`src/rtl/pipe_stage_reg.sv`:
```
// Handshaked pipeline stage register with optional 2-entry skid buffer.
// Flush and drain leave NOP_VAL in the payload so downstream always sees a clean bubble.
module pipe_stage_reg #(
    parameter int unsigned       DATA_W  = 160,
    parameter logic [DATA_W-1:0] NOP_VAL = '0,
    parameter bit                SKID_EN = 1'b1,
    parameter int unsigned       CNT_W   = 16
) (
    input  logic              clk_i,
    input  logic              rst_i,
    input  logic              flush_i,
    input  logic              valid_i,
    output logic              ready_o,
    input  logic [DATA_W-1:0] data_i,
    output logic              valid_o,
    input  logic              ready_i,
    output logic [DATA_W-1:0] data_o,
    output logic [1:0]        occupancy_o,
    output logic [CNT_W-1:0]  stall_cnt_o
);

    localparam logic [CNT_W-1:0] CntMax = {CNT_W{1'b1}};

    logic in_fire;
    logic out_fire;

    assign in_fire  = valid_i & ready_o;
    assign out_fire = valid_o & ready_i;

    if (SKID_EN) begin : g_skid
        typedef enum logic [1:0] {StEmpty, StOne, StTwo} state_e;

        state_e            state_q, state_d;
        logic [DATA_W-1:0] main_q, main_d;
        logic [DATA_W-1:0] skid_q, skid_d;

        always_comb begin
            state_d = state_q;
            main_d  = main_q;
            skid_d  = skid_q;
            unique case (state_q)
                StEmpty: begin
                    if (in_fire) begin
                        state_d = StOne;
                        main_d  = data_i;
                    end
                end
                StOne: begin
                    if (in_fire && out_fire) begin
                        main_d = data_i;
                    end else if (in_fire) begin
                        state_d = StTwo;
                        skid_d  = data_i;
                    end else if (out_fire) begin
                        state_d = StEmpty;
                        main_d  = NOP_VAL;
                    end
                end
                StTwo: begin
                    if (out_fire) begin
                        state_d = StOne;
                        main_d  = skid_q;
                        skid_d  = NOP_VAL;
                    end
                end
                default: begin
                    state_d = StEmpty;
                    main_d  = NOP_VAL;
                    skid_d  = NOP_VAL;
                end
            endcase
        end

        always_ff @(posedge clk_i) begin
            if (rst_i || flush_i) begin
                state_q <= StEmpty;
                main_q  <= NOP_VAL;
                skid_q  <= NOP_VAL;
            end else begin
                state_q <= state_d;
                main_q  <= main_d;
                skid_q  <= skid_d;
            end
        end

        // Ready is a pure state decode, so ready_i never reaches ready_o.
        assign ready_o     = (state_q != StTwo);
        assign valid_o     = (state_q != StEmpty);
        assign data_o      = main_q;
        assign occupancy_o = (state_q == StTwo) ? 2'd2 :
                             (state_q == StOne) ? 2'd1 : 2'd0;
    end else begin : g_single
        logic              valid_q, valid_d;
        logic [DATA_W-1:0] main_q, main_d;

        always_comb begin
            valid_d = valid_q;
            main_d  = main_q;
            if (in_fire) begin
                valid_d = 1'b1;
                main_d  = data_i;
            end else if (out_fire) begin
                valid_d = 1'b0;
                main_d  = NOP_VAL;
            end
        end

        always_ff @(posedge clk_i) begin
            if (rst_i || flush_i) begin
                valid_q <= 1'b0;
                main_q  <= NOP_VAL;
            end else begin
                valid_q <= valid_d;
                main_q  <= main_d;
            end
        end

        assign ready_o     = ready_i | ~valid_q;
        assign valid_o     = valid_q;
        assign data_o      = main_q;
        assign occupancy_o = {1'b0, valid_q};
    end

    logic [CNT_W-1:0] stall_cnt_q;

    // Flush deliberately leaves the counter alone; only reset clears it.
    always_ff @(posedge clk_i) begin
        if (rst_i) begin
            stall_cnt_q <= '0;
        end else if (valid_o && !ready_i && (stall_cnt_q != CntMax)) begin
            stall_cnt_q <= stall_cnt_q + CNT_W'(1'b1);
        end
    end

    assign stall_cnt_o = stall_cnt_q;

endmodule
```
`config.mk`:
```
export PLATFORM = sky130hd
export DESIGN_NAME = pipe_stage_reg
export DESIGN_NICKNAME = d
export VERILOG_FILES = /design/src/rtl/pipe_stage_reg.sv
export SDC_FILE = /design/constraint.sdc
export NUM_CORES = 1
export LEC_CHECK = 0
export ABC_CLOCK_PERIOD_IN_PS = 2600
export CORE_ASPECT_RATIO = 1.75
export CORE_MARGIN = 10
export CORE_UTILIZATION = 45
export DETAILED_ROUTE_END_ITERATION = 6
export DONT_BUFFER_PORTS = 1
export PLACE_DENSITY = 0.59
export REMOVE_ABC_BUFFERS = 1
export SLEW_MARGIN = 10
export SYNTH_ARGS = -nofsm -noshare
export SYNTH_HDL_FRONTEND = slang
export SYNTH_SLANG_ARGS = --single-unit
```
`constraint.sdc`:
```
create_clock -name clk_i -period 2.6 [get_ports clk_i]
set_input_delay 0.26 -clock clk_i [delete_from_list [all_inputs] [get_ports clk_i]]
set_output_delay 0.26 -clock clk_i [all_outputs]
set_load 0.03 [all_outputs]
```
==> flow_summary.yaml <==
worst_setup_path:
  reg2reg_depth: 5
  start_kind: "flip-flop"
  crit_start: "g_skid.state_q[1]"
  cp_data_arrival_time_ps: 2070
  r2r-end: "g_skid.state_q[1]"
  required_ps: 2340
  crit_fanout: 70
  rrSetupSlack_ps: 300
  reg2reg_from: "g_skid.state_q[0]"
  critPathKind: "flip-flop to output port"
  end_kind: "output port"
die:
  coreArea_um2: 33700
  placementRows: 89
  die-area_um2: 42200
  ioPinCount: 345
  die_h_um: 264
  start_util_pct: 45.5
  die_x_um: 160
grt:
  met3_usage_pct: 5.54
  grt_use_met1_pct: 24.2
  grt_max_degree: 126
  grt_overflow_total: 0
  met2_usage_pct: 37.3
  grt_antenna_before_repair: 2
  grt_usage_pct: 21.4
  grt_pass1_wl_mm: 74.8
  gr-max-usage-layer: "met2"
  grt_pass1_vias: 12700
cells_and_area:
  syn2layout_area_growth_pct: 18.8
  nFillCells: 3103
  nNetsFinal: 2015
  finalNonFillerCells: 2330
  final_util_pct: 54.1
  drive_gt1_share_pct: 5.93
  multi_input_area_um2: 7870
  seq_area_um2: 6770
yosys:
  yosysMostFrequentCell: "dfxtp_1"
  syn_inst: 1770
  synth_top_area_share_pct: 44.0
  yosys-top-cells-count: "dfxtp_1, and2_1, nor2_1"
  synth_seq_area_share_pct: 44.0
  yosys_warnings: 0
  synth_cell_types: 50
  synth_edf_count: 0
  synth_area_leaders: "dfxtp_1, and2_1, mux2i_1"
  synth_top_cell_by_area: "dfxtp_1"
  synth_flop_cell: "dfxtp_1"
  async_reset_ff_share_pct: 0
  syn-cell-area_um2: 15400
  ys_ff_latch: 338
  syn_area_per_cell_um2: 8.68
cts:
  path_clk_slew_ps: 70
  post_cts_buffers: 0
  cts_tree: "yes"
  root_buffer: "clkbuf_16"
  clock_latency_ps: 570
  post_cts_resized: 0
  htreeDepth: 1
  cts_buffer_depth: 3
  cts_inserted_buffers: 31
  cts_sinks: 338
placed_design:
  placedCellCount: 2107
  hpwlAfterDp_mm: 28.3
  place_congestion: 0.805
  port_buffers: 0
timing:
  tightestPinTransition_ps: 919
  rsz0062_at_grt: "false"
  fin_crit_ps: 2330
  fmax_ghz: 0.429
  finalSetupViolCount: 0
  hold_viol_final: 0
  fin_setup_tns_ps: 0
  relSlewSlack_pct: 38.7
  fin_skew_ps: 10.6
  fin_hold_ws_ps: 42.3
  timing.final.crit_share_pct: 89.7
  slew_viol_final: 0
power_and_ir_drop:
  leakagePower_nw: 6.35
  p_per_area_nw_per_um2: 600
  worst_ir_drop_vdd_mv: 0.531
  finalPower_mw: 11.0
outcome:
  status: "completed"
route:
  drc_errors: 0
  vias_per_cell: 5.51
  drt-initial-drc-count: 873
  final_antenna_net_count: 0
  vias: 12800
  first_pass_iters: 5
  totalWireLength_mm: 47.5
  wire_per_inst_um: 20.4
worst_hold_path:
  hold_end: "stall_cnt_o[1]"
  min-delay-start: "ready_i"
  hold_depth: 3
  hold_path_class: "input pin to flip-flop"
job:
  cap_violations: 0
==> power breakdown <==
group	switching, mW	total [mW]	internal, mW
clock network	2.03	4.32	2.28
registers	0.264	5.54	5.28
logic	0.596	1.10	0.507
total	2.89	11.0	8.07
==> per-layer routing <==
metal / part of all wire [%] / wire length (µm)
met4: 4.1 / 1930
met3: 8.0 / 3800
met2: 51 / 24100
met1: 37 / 17700
met5: 0 / 0
==> registers in the layout, summed over array words and instances (netlist names) <==
register	cells
g_skid.state_q	2
stall_cnt_o	16
data_o	160
g_skid.skid_q	160
==> metrics by stage <==
step                cell area [µm²]  worst slack [ps]
finish                        18300               267
CTS                           18200               207
global route                  18300               134
global placement              15700               551
detailed placement            15700               477
floorplan                     14600             -5370
==> layout by cell type (no fill, tap or decap), types with 26 or more instances in the layout <==
cell type / count
a21oi_1: 135
a222oi_1: 35
and2_1: 285
buf_4: 26
clkbuf_16: 31
dfxtp_1: 337
dlygate4sd3_1: 164
mux2i_1: 164
nand2_1: 129
nor2_1: 204
nor3b_1: 125
o21ai_0: 131
==> final cells by class <==
cell class,instances,share of cell area (%)
clock buffers,42,4.64
flip-flops and latches,338,37.1
well taps,455,3.12
inverters,2,0.0411
multi-input cells,1273,43.1
repair buffers,203,11.5
clock inverters,14,0.459
diodes,3,0.0411
==> logic make-up after synthesis <==
group,count (synthesis),share of synthesized area [%]
AO/OA/AOI/OAI,317,11.9
adder cells (fa/ha/maj),1,0.0814
buffers and inverters,159,5.07
flip-flops,338,44.0
multiplexers,167,10.9
AND/OR/NAND/NOR,788,28.0
==> critical path: stages (launching register included) <==
cell	delay, ps
dfxtp_4	460
buf_4	670
or2_2	370
==> worst max-delay path by stage <==
stage                              endpoint  slack [ps]
after floorplan                   data_o[0]       -5370
after global placement           data_o[90]         550
after detailed placement        data_o[153]         480
after CTS                           valid_o         210
after global routing      g_skid.state_q[1]         130
final                               valid_o         270
==> repair_timing <==
action | 4_1_cts | 5_1_grt
hold buffers | 164 | 0
hold endpoints to repair | 213 | 0
endpoints found under the setup margin | 0 | 0
No activity file was read; power rests on OpenSTA's default activity.
